**src/rtl/alu_pkg.sv**
```systemverilog
// Shared definitions for the iterative ALU.
// Opcodes, FSM states, flag bit positions, mul/div select.
package alu_pkg;

  localparam int OP_NOP  = 'h00;
  localparam int OP_ADD  = 'h01;
  localparam int OP_SUB  = 'h02;
  localparam int OP_MUL  = 'h03;
  localparam int OP_DIV  = 'h04;
  localparam int OP_SHL  = 'h05;
  localparam int OP_SHR  = 'h06;
  localparam int OP_ROL  = 'h07;
  localparam int OP_ROR  = 'h08;
  localparam int OP_AND  = 'h09;
  localparam int OP_XOR  = 'h0B;
  localparam int OP_OR   = 'h0D;
  localparam int OP_NAND = 'h0E;
  localparam int OP_XNOR = 'h0F;
  localparam int OP_GTH  = 'h10;
  localparam int OP_EQU  = 'h11;

  localparam int FLG_ZERO  = 0;
  localparam int FLG_CARRY = 1;
  localparam int FLG_NEG   = 2;
  localparam int FLG_DBZ   = 3;

  typedef enum logic [1:0] {
    ST_IDLE,
    ST_EXEC,
    ST_DONE
  } state_e;

  typedef enum logic {
    MD_MUL,
    MD_DIV
  } md_sel_e;

  function automatic logic [3:0] pack_flags(
    input logic z,
    input logic c,
    input logic n,
    input logic d
  );
    logic [3:0] f;
    f = '0;
    f[FLG_ZERO]  = z;
    f[FLG_CARRY] = c;
    f[FLG_NEG]   = n;
    f[FLG_DBZ]   = d;
    return f;
  endfunction

endpackage

```
**src/rtl/iterative_muldiv.sv**
```systemverilog
// Shared shift-add multiplier / restoring divider.
// One iteration per cycle; o_done high once the counter is 0.
module iterative_muldiv
  import alu_pkg::*;
#(
  parameter int DATA_WIDTH = 8
) (
  input  logic                  i_clk,
  input  logic                  i_reset,
  input  logic                  i_start,
  input  md_sel_e               i_mode,
  input  logic [DATA_WIDTH-1:0] i_a,
  input  logic [DATA_WIDTH-1:0] i_b,
  output logic                  o_done,
  output logic [DATA_WIDTH-1:0] o_lo,
  output logic [DATA_WIDTH-1:0] o_hi
);

  localparam int W  = DATA_WIDTH;
  localparam int CW = $clog2(DATA_WIDTH + 1);

  md_sel_e       r_mode;
  logic [W-1:0]  r_b;
  logic [W-1:0]  r_hi;
  logic [W-1:0]  r_lo;
  logic [CW-1:0] r_cnt;

  logic [W:0]    w_shift;
  logic [W:0]    w_x;
  logic [W:0]    w_y;
  logic [W+1:0]  w_sum;
  logic [W:0]    w_p;
  logic          w_div;

  // One adder serves both modes: add multiplicand or subtract divisor.
  always_comb begin
    w_div   = (r_mode == MD_DIV);
    w_shift = {r_hi, r_lo[W-1]};
    w_x     = w_div ? w_shift : {1'b0, r_hi};
    w_y     = w_div ? ~{1'b0, r_b} : {1'b0, r_b};
    w_sum   = {1'b0, w_x} + {1'b0, w_y}
            + {{(W+1){1'b0}}, w_div};
    w_p     = r_lo[0] ? w_sum[W:0] : {1'b0, r_hi};
  end

  // Load on start, then iterate until the counter drains.
  always_ff @(posedge i_clk) begin
    if (i_reset) begin
      r_cnt  <= '0;
      r_hi   <= '0;
      r_lo   <= '0;
      r_b    <= '0;
      r_mode <= MD_MUL;
    end else if (i_start) begin
      r_cnt  <= CW'(DATA_WIDTH);
      r_hi   <= '0;
      r_lo   <= i_a;
      r_b    <= i_b;
      r_mode <= i_mode;
    end else if (r_cnt != '0) begin
      r_cnt <= r_cnt - CW'(1);
      if (!w_div) begin
        r_hi <= w_p[W:1];
        r_lo <= {w_p[0], r_lo[W-1:1]};
      end else if (w_sum[W+1]) begin
        r_hi <= w_sum[W-1:0];
        r_lo <= {r_lo[W-2:0], 1'b1};
      end else begin
        r_hi <= w_shift[W-1:0];
        r_lo <= {r_lo[W-2:0], 1'b0};
      end
    end
  end

  assign o_done = (r_cnt == '0);
  assign o_lo   = r_lo;
  assign o_hi   = r_hi;

endmodule

```
**src/rtl/iterative_alu.sv**
```systemverilog
// Handshaked multi-cycle ALU: FSM, single-cycle unit,
// registered results and flags, iterative mul/div.
module iterative_alu
  import alu_pkg::*;
#(
  parameter int DATA_WIDTH  = 8,
  parameter int INSTR_WIDTH = 5,
  parameter int FLAGS_COUNT = 4
) (
  input  logic                   Clk,
  input  logic                   Reset,
  input  logic                   InValid,
  output logic                   InReady,
  input  logic [INSTR_WIDTH-1:0] Instruction,
  input  logic [DATA_WIDTH-1:0]  InputA,
  input  logic [DATA_WIDTH-1:0]  InputB,
  output logic                   OutValid,
  input  logic                   OutReady,
  output logic [DATA_WIDTH-1:0]  ResultA,
  output logic [DATA_WIDTH-1:0]  ResultB,
  output logic [FLAGS_COUNT-1:0] Flags
);

  localparam int W = DATA_WIDTH;
  localparam logic [W-1:0] LW = W'(DATA_WIDTH);

  state_e                 r_state;
  logic                   r_in_ready;
  logic                   r_out_valid;
  logic [W-1:0]           r_res_a;
  logic [W-1:0]           r_res_b;
  logic [FLAGS_COUNT-1:0] r_flags;
  logic [INSTR_WIDTH-1:0] r_op;
  logic [W-1:0]           r_a;
  logic [W-1:0]           r_b;

  logic [31:0]  w_op;
  logic [31:0]  w_in_op;
  logic         w_acc;
  logic         w_in_md;
  logic         w_start;
  md_sel_e      w_mode;
  logic         w_md_done;
  logic [W-1:0] w_md_lo;
  logic [W-1:0] w_md_hi;
  logic [W-1:0] w_mod;
  logic [W-1:0] w_rev;
  logic [W-1:0] w_sc_res;
  logic         w_sc_carry;
  logic [W-1:0] w_res_a;
  logic [W-1:0] w_res_b;
  logic         w_carry;
  logic         w_dbz;
  logic [3:0]   w_flags;

  assign w_op    = 32'(r_op);
  assign w_in_op = 32'(Instruction);
  assign w_acc   = InValid & r_in_ready;
  assign w_in_md = (w_in_op == OP_MUL)
                 | (w_in_op == OP_DIV);
  assign w_start = w_acc & w_in_md;
  assign w_mode  = (w_in_op == OP_DIV) ? MD_DIV : MD_MUL;

  iterative_muldiv #(
    .DATA_WIDTH(DATA_WIDTH)
  ) u_muldiv (
    .i_clk  (Clk),
    .i_reset(Reset),
    .i_start(w_start),
    .i_mode (w_mode),
    .i_a    (InputA),
    .i_b    (InputB),
    .o_done (w_md_done),
    .o_lo   (w_md_lo),
    .o_hi   (w_md_hi)
  );

  assign w_mod = r_b % LW;
  assign w_rev = LW - w_mod;

  // Single-cycle unit on the captured operands.
  always_comb begin
    w_sc_res   = r_a;
    w_sc_carry = 1'b0;
    case (w_op)
      OP_ADD: {w_sc_carry, w_sc_res} =
                {1'b0, r_a} + {1'b0, r_b};
      OP_SUB: begin
        w_sc_res   = r_a - r_b;
        w_sc_carry = (r_a < r_b);
      end
      OP_SHL:  w_sc_res = r_a << w_mod;
      OP_SHR:  w_sc_res = r_a >> w_mod;
      OP_ROL:  w_sc_res = (r_a << w_mod)
                        | (r_a >> w_rev);
      OP_ROR:  w_sc_res = (r_a >> w_mod)
                        | (r_a << w_rev);
      OP_AND:  w_sc_res = r_a & r_b;
      OP_XOR:  w_sc_res = r_a ^ r_b;
      OP_OR:   w_sc_res = r_a | r_b;
      OP_NAND: w_sc_res = ~(r_a & r_b);
      OP_XNOR: w_sc_res = ~(r_a ^ r_b);
      OP_GTH:  w_sc_res = (r_a > r_b) ? '1 : '0;
      OP_EQU:  w_sc_res = (r_a == r_b) ? '1 : '0;
      default: w_sc_res = r_a;
    endcase
  end

  // Pick the result source and derive flags.
  always_comb begin
    w_res_a = w_sc_res;
    w_res_b = '0;
    w_carry = w_sc_carry;
    w_dbz   = 1'b0;
    if (w_op == OP_MUL) begin
      w_res_a = w_md_lo;
      w_res_b = w_md_hi;
      w_carry = |w_md_hi;
    end else if (w_op == OP_DIV) begin
      w_res_a = w_md_lo;
      w_res_b = w_md_hi;
      w_carry = 1'b0;
      w_dbz   = (r_b == '0);
    end
    w_flags = pack_flags(w_res_a == '0, w_carry,
                         w_res_a[W-1], w_dbz);
  end

  // Control FSM with registered handshake and results.
  always_ff @(posedge Clk) begin
    if (Reset) begin
      r_state     <= ST_IDLE;
      r_in_ready  <= 1'b1;
      r_out_valid <= 1'b0;
      r_res_a     <= '0;
      r_res_b     <= '0;
      r_flags     <= '0;
      r_op        <= '0;
      r_a         <= '0;
      r_b         <= '0;
    end else begin
      case (r_state)
        ST_IDLE: begin
          if (w_acc) begin
            r_op       <= Instruction;
            r_a        <= InputA;
            r_b        <= InputB;
            r_in_ready <= 1'b0;
            r_state    <= w_in_md ? ST_EXEC : ST_DONE;
          end
        end
        ST_EXEC: begin
          if (w_md_done) begin
            r_res_a     <= w_res_a;
            r_res_b     <= w_res_b;
            r_flags     <= FLAGS_COUNT'(w_flags);
            r_out_valid <= 1'b1;
            r_state     <= ST_DONE;
          end
        end
        ST_DONE: begin
          if (!r_out_valid) begin
            r_res_a     <= w_res_a;
            r_res_b     <= w_res_b;
            r_flags     <= FLAGS_COUNT'(w_flags);
            r_out_valid <= 1'b1;
          end else if (OutReady) begin
            r_out_valid <= 1'b0;
            r_in_ready  <= 1'b1;
            r_state     <= ST_IDLE;
          end
        end
        default: r_state <= ST_IDLE;
      endcase
    end
  end

  assign InReady  = r_in_ready;
  assign OutValid = r_out_valid;
  assign ResultA  = r_res_a;
  assign ResultB  = r_res_b;
  assign Flags    = r_flags;

endmodule

```
**config.mk**
```make
export PLATFORM = sky130hd
export DESIGN_NAME = iterative_alu
export DESIGN_NICKNAME = d
export VERILOG_FILES = /design/src/rtl/alu_pkg.sv /design/src/rtl/iterative_muldiv.sv /design/src/rtl/iterative_alu.sv
export SDC_FILE = /design/constraint.sdc
export NUM_CORES = 1
export LEC_CHECK = 0
export ABC_AREA = 1
export CORE_ASPECT_RATIO = 0.75
export CORE_MARGIN = 2
export CORE_UTILIZATION = 59
export CTS_CLUSTER_SIZE = 8
export DETAILED_ROUTE_END_ITERATION = 12
export PLACE_DENSITY = 0.77
export REMOVE_ABC_BUFFERS = 1
export SYNTH_ARGS = -nofsm -noshare
export SYNTH_HDL_FRONTEND = slang
export SYNTH_HIERARCHICAL = 1
export SYNTH_SLANG_ARGS = --single-unit
```
**constraint.sdc**
```tcl
create_clock -name Clk -period 4.9 [get_ports Clk]
set_input_delay 1.47 -clock Clk [delete_from_list [all_inputs] [get_ports Clk]]
set_output_delay 1.47 -clock Clk [all_outputs]
set_load 0.01 [all_outputs]
```
**After elaboration in Yosys (flattened, before gate mapping)**

Cells that the tools add are included.
Widths: inputs -> output; s select.

- Memory bits (read-only): 0
- Memories: 0
- Input port bits: 25
- Flip-flop bits (word level): 74
- Output and inout port bits: 22
- RAM bits: 0
- Latch bits: 0

- $mul: 0
- Divide/modulo/power cells: 0
- Shift-type cells: 4
- Eq/ne operators: 25
- Add/sub/neg operators: 6
- Mux-type cells: 47
- Order comparisons: 2
- Reductions and logical operators: 15
- Bitwise gates (word level): 11

Operators by type and width:

| operator | number |
|---|---|
| $mux 8 | 15 |
| $pmux 8 s13 | 1 |
| $pmux 8 s2 | 2 |
| $eq 5x4->1 const B | 6 |
| $mux 9 | 3 |
| $eq 5x3->1 const B | 5 |
| $or 8x8->8 | 3 |
| $logic_not 8->1 | 2 |
| $mux 4 | 4 |
| $not 8->8 | 2 |
| $eq 5x2->1 const B | 3 |
| $mux 1 | 12 |
| $add 10x1->10 | 1 |
| $add 9x9->10 | 1 |
| $eq 5x5->1 const B | 2 |
| $mux 2 | 5 |
| $add 8x8->9 | 1 |
| $not 8->9 | 1 |
| $and 8x8->8 | 1 |
| $eq 8x8->1 | 1 |
| $gt 8x8->1 | 1 |
| $lt 8x8->1 | 1 |
| $ne 2x2->1 const B | 4 |
| $pmux 4 s2 | 1 |
| 25 further kinds | 32 |

**Longest topological paths before layout**

Gate-level depths: netlist of run 1.

- Word-level depth: 9
- Gate-level depth with buffers: 21

**Modules after synthesis**

Netlist of run 1, hierarchy kept.

By module, submodules not included:

| module | cells an instance | area an instance (um^2) | times used |
|---|---|---|---|
| iterative_alu | 833 | 4692.0 | 1 |
| iterative_muldiv | 327 | 2113.3 | 1 |

**Worst setup path after synthesis of run 1**

Ideal clock, no wire load.

- Path type: input port to flip-flop
- Start: input Instruction[4]
- End: register u_muldiv.r_lo[0] (netlist: u_muldiv/o_lo[0])
- Required time: 4.785 ns
- Stages on the path: 10
- Library setup time: 0.115 ns
- Path slack: 2.045 ns
- Buffers on the path: 2
- Data arrival time: 2.740 ns
- Path through: nor3_1 > and3_1 > o21bai_1 > inv_1 > nor2_1 > buf_2 > inv_1 > clkbuf_1 > a31oi_1 > nor2_1

- Word-level cells in the longest chain between the ends: 4
- Elaborated cells on any way between the ends: 6
- Classes of those cells: eq/ne (2); mux (1); bitwise (2); reduce/logical (1)

RTL lines:

| item | RTL line | RTL |
|---|---|---|
| start: declaration | iterative_alu.sv:14 | `input logic [INSTR_WIDTH-1:0] Instruction,` |
| $eq 5x2->1 / $eq 5x3->1 (equally long branches) | iterative_alu.sv:59, iterative_alu.sv:60 |  |
| $or 1x1->1 * | iterative_alu.sv:60 | `\| (w_in_op == OP_DIV);` |
| $and 1x1->1 * | iterative_alu.sv:61 | `assign w_start = w_acc & w_in_md;` |
| net w_start | iterative_alu.sv:41 | `logic w_start;` |
| $mux 8 / $reduce_bool 2->1 (equally long branches) | - |  |
| end signal: assignment | iterative_muldiv.sv:57 | `r_lo <= i_a;` |
| end signal: assignment | iterative_muldiv.sv:64 | `r_lo <= {w_p[0], r_lo[W-1:1]};` |
| end signal: assignment | iterative_muldiv.sv:67 | `r_lo <= {r_lo[W-2:0], 1'b1};` |
| end: declaration | iterative_muldiv.sv:25 | `logic [W-1:0] r_lo;` |

Mark *: on every way through the listed nets, which the timed path passes. The rest lies on a longest branch.
A chain may end at the register's enable or synchronous reset.

==> run metrics, run 1 <==
crit path launch=r_b[1]; largest family of logic cells by synthesized area=simple AND/OR/NAND/NOR gates; CP Class=flip-flop to flip-flop; flop-to-flop setup slack=1.15 ns; setup violators final=0; CTS H-Tree Depth=3; Post-CTS Setup Bufs=0; Max Slew Vio Count=0; RR Endpoint=Flags[0]; iteration count of the initial detailed-routing pass=5; Synth Area in Simple Gates=0.401; Tcrit/Tclk final=0.765; Worst Setup End Kind=flip-flop; Detail Route Antenna Nets=0; TritonCTS clock tree=yes; net load switching power=1.90 mW; number of max-cap violations=0; WL final=22900 µm; Port Buffers=46; Pwr Density=495 nW/µm²; most frequent cell after synthesis=nand2_1; Synth Area in Compound Gates=0.174; Net count, final=1242; Core Region=11100 µm²; initial antenna violation count=0; Seq/Total Area, Yosys=0.215; WL/cell=17.3 µm; Crit Reg-Reg Startpoint=r_b[1]; Final Wtd Congestion=1.09; DRC=0; vias in the first global route=6727; synth top area cells=dfxtp_1 21%, nand2_1 18%, nand3_1 9.0%, inv_1 8.0%, o21ai_0 6.4%; Fin Setup TNS=0 ns; share of synthesized registers carrying an async set or reset=0; design area=7540 µm²; Max Clk Rate=267 MHz; Die W=128 µm; crit path max fanout=19; data required time of the worst path=5.16 ns; top cell type's share of synthesized area=0.215; Critical path destination=Flags[0]; first-pass GRT wire length=35800 µm; Yosys cell types=45; CTS resizes=0; synth warn=6; Setup Skew=0.00676 ns; GRT overflow=0; combinational power share=0.572; Avg Cell Area, Syn=5.87 µm²; clock power share=0.174; crit path DAT=4.01 ns; Starting Density=0.615; pin count of the biggest net entering global routing=41; synthesized instance count=1160; Worst Hold Class=flip-flop to flip-flop; Most used DFF post-synth=dfxtp_1; fraction of layout cells with a size suffix above 1=0.0633; minimum clock period=3.75 ns; Post-synth EDFFs=0; HPWL Detailed=17700 µm; cell taking the most area after synthesis=dfxtp_1; Hold Vio Cnt, Final=0; RSZ-0062 raised after global routing=false; die height=97.0 µm; aggregate global-route resource usage=0.366; clock sink total=73; clk_lat worst skew=0.33 ns; most frequent cells after synthesis=323 x nand2_1, 145 x inv_1, 123 x nand3_1, 105 x nor2_1, 87 x o21ai_0; #FFs+latches synth=73; part of the power in registers=0.253; XOR/XNOR share of the synthesized area=0.0142; total power=3.73 mW; via count=7873; CTS root buffer=clkbuf_16; synthesized area=6810 µm²; die area=12400 µm²; Pleak=3.78 nW; drt initial violations=1124; CP startpoint kind=flip-flop; Rows=33; maximum clock path buffer count=2; Adder-Cell Fraction of Synth Area=0.0713; Peak VDD IR=0.371 mV; Area growth syn-to-layout=10.8%; Post-CTS Hold Buffers=0; Slew HR=0.300; mux contribution to synthesized area=0; antenna cell count=0; switching part of the total power=0.508; I/O pin count=47; r2r worst-path depth=16; Area after DPL=7240 µm²; CTS buffer count=9; Slew @ Worst Pin=1.05 ns; Pint=1.84 mW; drt via density=5.94; status=finished, final reports clean; clock slew at reported path FFs=0.06 ns
-- worst max-delay path, cell delays in order (launching register included) --
cell and delay, ns:
dfxtp_1 0.70, inv_2 0.28, ha_1 0.66, clkinv_1 0.62
nand3_1 0.25, nand3_1 0.12, nand2_1 0.13, nand2_1 0.07
nand2_1 0.05, nand2_1 0.07, nor2_1 0.10, nand2_1 0.09
nand2_1 0.07, nand2_1 0.07, nor2_1 0.11, nand4_1 0.11
a21oi_1 0.15
-- layout by cell type, fill, tap and decap left out, types with 3 or more instances in the layout --
master	count
nor2_1	105
nand2_4	3
a21oi_2	3
o211ai_1	15
nor2_4	5
o21bai_1	10
nand3_1	123
xnor2_1	4
clkbuf_16	9
clkdlybuf4s50_1	46
a41oi_1	3
xor2_1	7
nor2_2	8
or2_2	3
nor3_1	10
inv_1	145
buf_4	4
fa_1	3
clkinv_4	3
o21ai_1	10
nand2_1	323
ha_1	34
clkinv_1	7
inv_2	13
nand3b_1	4
nand3_2	7
a21oi_1	72
dfxtp_1	73
a31oi_1	3
nand2_2	11
nand4_1	15
o21ai_0	87
-- sequential cells by signal, indices dropped and copies added (netlist names) --
signal           count
r_state              2
u_muldiv/o_lo        8
u_muldiv/r_cnt       4
InReady              1
Flags                4
r_a                  8
u_muldiv/r_mode      1
OutValid             1
u_muldiv/r_b         8
ResultA              7
r_b                  8
ResultB              8
u_muldiv/o_hi        8
r_op                 5
-- cell type report --
class / count / area (µm²)
clock buffers: 10 / 229
clock inverters: 6 / 68.8
fillers: 1049 / 3530
inverters: 165 / 619
multi-input cells: 881 / 4490
flip-flops and latches: 73 / 1460
well taps: 140 / 175
repair buffers: 50 / 490
-- through the flow --
stage          setup slack (ns)  cells  hold slack (ns)   util
6_report                   1.15   1325            0.462  0.681
5_1_grt                    1.03   1325            0.485  0.681
2_1_floorplan              1.55   1119            0.422      -
3_3_place_gp               1.02   1309            0.438  0.654
3_5_place_dp              0.986   1309            0.450  0.654
4_1_cts                    1.26   1325            0.457  0.681
-- worst min path at each step --
stage | start | endpoint | slack [ns] | cells after the start
finish | u_muldiv/r_cnt[0] | u_muldiv/r_cnt[0] | 0.46 | 1
global route | u_muldiv/r_cnt[0] | u_muldiv/r_cnt[0] | 0.48 | 1
CTS | u_muldiv/r_cnt[0] | u_muldiv/r_cnt[0] | 0.46 | 1
detailed placement | u_muldiv/r_cnt[0] | u_muldiv/r_cnt[0] | 0.45 | 1
global placement | u_muldiv/r_cnt[0] | u_muldiv/r_cnt[0] | 0.44 | 1
floorplan | u_muldiv/r_cnt[0] | u_muldiv/r_cnt[0] | 0.42 | 1
-- metal layers --
layer / up-vias / global-route usage / share of wire
met1: 3537 / 0.584 / 0.47
met4: 0 / 0.0820 / 0.016
met3: 31 / 0.116 / 0.14
met5: - / 0 / 0
met2: 515 / 0.462 / 0.38
li1: 3790 / - / -
-- power by group through the flow --
stage,clock network (mW),logic [mW],registers (mW)
6_report,0.651,2.14,0.946
5_1_grt,0.683,2.34,0.962
4_1_cts,0.658,2.06,0.936
3_5_place_dp,0,2.04,0.946
3_3_place_gp,0,2.02,0.944
2_1_floorplan,0,1.40,0.907
-- kinds of logic (layout without fill, tap and decap cells) --
kind of cell    after synthesis  count (layout)
flops                        73              73
simple gates                620             620
fa+ha+maj                    37              37
buf+inv                     206             231
compound gates              213             213
xor+xnor                     11              11
Power figures use the tool's default switching activity.
==> inputs of run 2 (changes only) <==
Settings changed: CORE_UTILIZATION 59 to 55, PLACE_DENSITY 0.77 to 0.75.
Clock period 4.9 ns to 3.25 ns, I/O delays scaled along.
==> run metrics, run 2 (same netlist as run 1, synthesis figures left out) <==
Starting Density=0.559 (-0.0560); Worst path slowest cell=fa_1; Hold Vio Cnt, Final=0 (unchanged); HPWL Detailed=18500 µm (+4.5%); Tcrit/Tclk final=0.888 (+0.124); Slew @ Worst Pin=0.775 ns (-0.274 ns); FF+latch area=1460 µm² (unchanged); vias in the first global route=6807 (+1.2%); max incr delay on CP=0.45 ns (-0.25 ns); fill count=1218 (+16%); DRC=0 (unchanged); CP startpoint kind=flip-flop; Post-CTS Setup Bufs=0 (unchanged); first-pass GRT wire length=36700 µm (+2.5%); antenna cell count=0 (unchanged); clock sink total=73 (unchanged); maximum clock path buffer count=2 (unchanged); Peak VDD IR=0.389 mV (+4.9%); hold slack final=0.470 ns (+0.00744 ns); Net count, final=1269 (+2.2%); status=finished, final reports clean; die height=100 µm (+3.4%); drt initial violations=1148 (+2.1%); clock slew at reported path FFs=0.06 ns (about the same); Max Clk Rate=346 MHz (+30%); Area after DPL=7500 µm² (+3.6%); data required time of the worst path=3.52 ns (-1.64 ns); commonest non-fill, non-tap cell in the layout=nand2_1; CTS root buffer=clkbuf_16; switching part of the total power=0.505 (-0.00285); Core Region=12200 µm² (+10%); most frequent cells in the layout=323 x nand2_1, 145 x inv_1, 123 x nand3_1, 105 x nor2_1, 87 x o21ai_0; TritonCTS clock tree=yes; number of max-cap violations=0 (unchanged); part of the power in registers=0.240 (-0.013); Die W=132 µm (+3.5%); CTS buffer count=9 (unchanged); Port Buffers=46 (unchanged); die area=13300 µm² (+7.0%); Setup Skew=0.00557 ns (-0.00119 ns); WL/cell=16.9 µm (-2.0%); Post-CTS Hold Buffers=0 (unchanged); Worst Hold Class=flip-flop to flip-flop; clock power share=0.162 (-0.012); Max Slew Vio Count=0 (unchanged); iteration count of the initial detailed-routing pass=6 (+1); WL final=23300 µm (+2.0%); CP most frequent cell=nand2_1; Rows=35 (+6.1%); pin count of the biggest net entering global routing=41 (unchanged); crit path DAT=3.16 ns (-0.85 ns); I/O pin count=47 (unchanged); setup violators final=0 (unchanged); fraction of layout cells with a size suffix above 1=0.0850 (+0.0217); minimum clock period=2.89 ns (-0.861 ns); via count=7824 (-0.62%); Final Wtd Congestion=1.05 (-3.7%); GRT overflow=0 (unchanged); Area growth syn-to-layout=14.4%; clk_lat worst skew=0.33 ns (about the same); CTS resizes=0 (unchanged); final core utilization=0.639 (-0.0419); design area=7780 µm² (+3.3%); crit path max fanout=6 (-13); CP Class=flip-flop to flip-flop; Pleak=3.91 nW (+3.5%); Worst Setup End Kind=flip-flop; crit-path cells=inv_1 -> ha_1 -> inv_1 -> fa_1 -> nand3_1 -> nand2_1 -> nand2_1 -> nand2_1 -> nand2_1 -> nand2_1 -> nor3_1 -> nand3_1 -> nand2_1 -> nand2_1 -> nor2_1 -> nand4_1 -> a21oi_1; drt via density=5.68 (-4.4%); combinational power share=0.599 (+0.027); Fin Setup TNS=0 ns (unchanged); net load switching power=2.89 mW (+53%); initial antenna violation count=0 (unchanged); Pwr Density=737 nW/µm² (+49%); Slew HR=0.478 (+0.178); CTS H-Tree Depth=3 (unchanged); aggregate global-route resource usage=0.354 (-0.0116); Detail Route Antenna Nets=0 (unchanged); Pint=2.84 mW (+54%); Multi-input gate area=4490 µm² (unchanged); RSZ-0062 raised after global routing=false; total power=5.73 mW (+54%)
==> run 2: cell types whose count changed in the layout (fill, tap and decap cells not counted), sizes merged <==
cell and change:
buf +27, bufinv -1, clkinv +1
==> run 2: layer usage <==
metal  vias up  part of all wire  GRT usage
met1      3508              0.48      0.566
li1       3835                 -          -
met5         -                 0          0
met3        18              0.14      0.107
met2       463              0.37      0.458
met4         0            0.0085     0.0554
==> run 2: area by class of cell <==
class | count | share of cell area
multi-input cells | 881 | 0.577
flip-flops and latches | 73 | 0.188
repair buffers | 77 | 0.0923
inverters | 165 | 0.0796
clock buffers | 10 | 0.0307
well taps | 166 | 0.0267
clock inverters | 6 | 0.00563
==> run 2: worst max-delay path, delay by kind of cell, from the launching register on <==
| kind | cells | cell delay (ns) |
|---|---|---|
| flops | 1 | 0.40 |
| fa+ha+maj | 2 | 0.61 |
| simple gates | 12 | 1.42 |
| compound gates | 1 | 0.12 |
| buf+inv | 2 | 0.25 |
==> run 2: power groups by stage <==
stage	clock network [mW]	registers (mW)	logic, mW
after floorplan	0	1.37	2.11
after global placement	0	1.37	3.28
after detailed placement	0	1.38	3.29
after CTS	0.938	1.36	3.32
after global routing	0.980	1.40	3.80
final	0.928	1.37	3.43
==> run 2: worst paths after layout <==
kind | startpoint | endpoint | slack [ns] | cells after the start
hold reg to reg | u_muldiv/r_cnt[0] | u_muldiv/r_cnt[0] | 0.47 | 1
hold / removal | u_muldiv/r_cnt[0] | u_muldiv/r_cnt[0] | 0.47 | 1
setup / recovery | r_a[0] | Flags[0] | 0.36 | 17
setup reg to reg | r_a[0] | Flags[0] | 0.36 | 17
==> run 2: stage by stage <==
step / setup WS (ns) / std cells
finish: 0.363 / 1378
global route: 0.0746 / 1378
CTS: 0.424 / 1378
detailed placement: 0.114 / 1362
global placement: 0.154 / 1362
floorplan: 0.393 / 1119
==> inputs of run 3 (changes only) <==
Settings changed: CTS_CLUSTER_SIZE 8 to 25, GPL_ROUTABILITY_DRIVEN from default to 1.
==> results of run 3 <==
The final DEF is identical to that of run 2; final timing and power are the same.
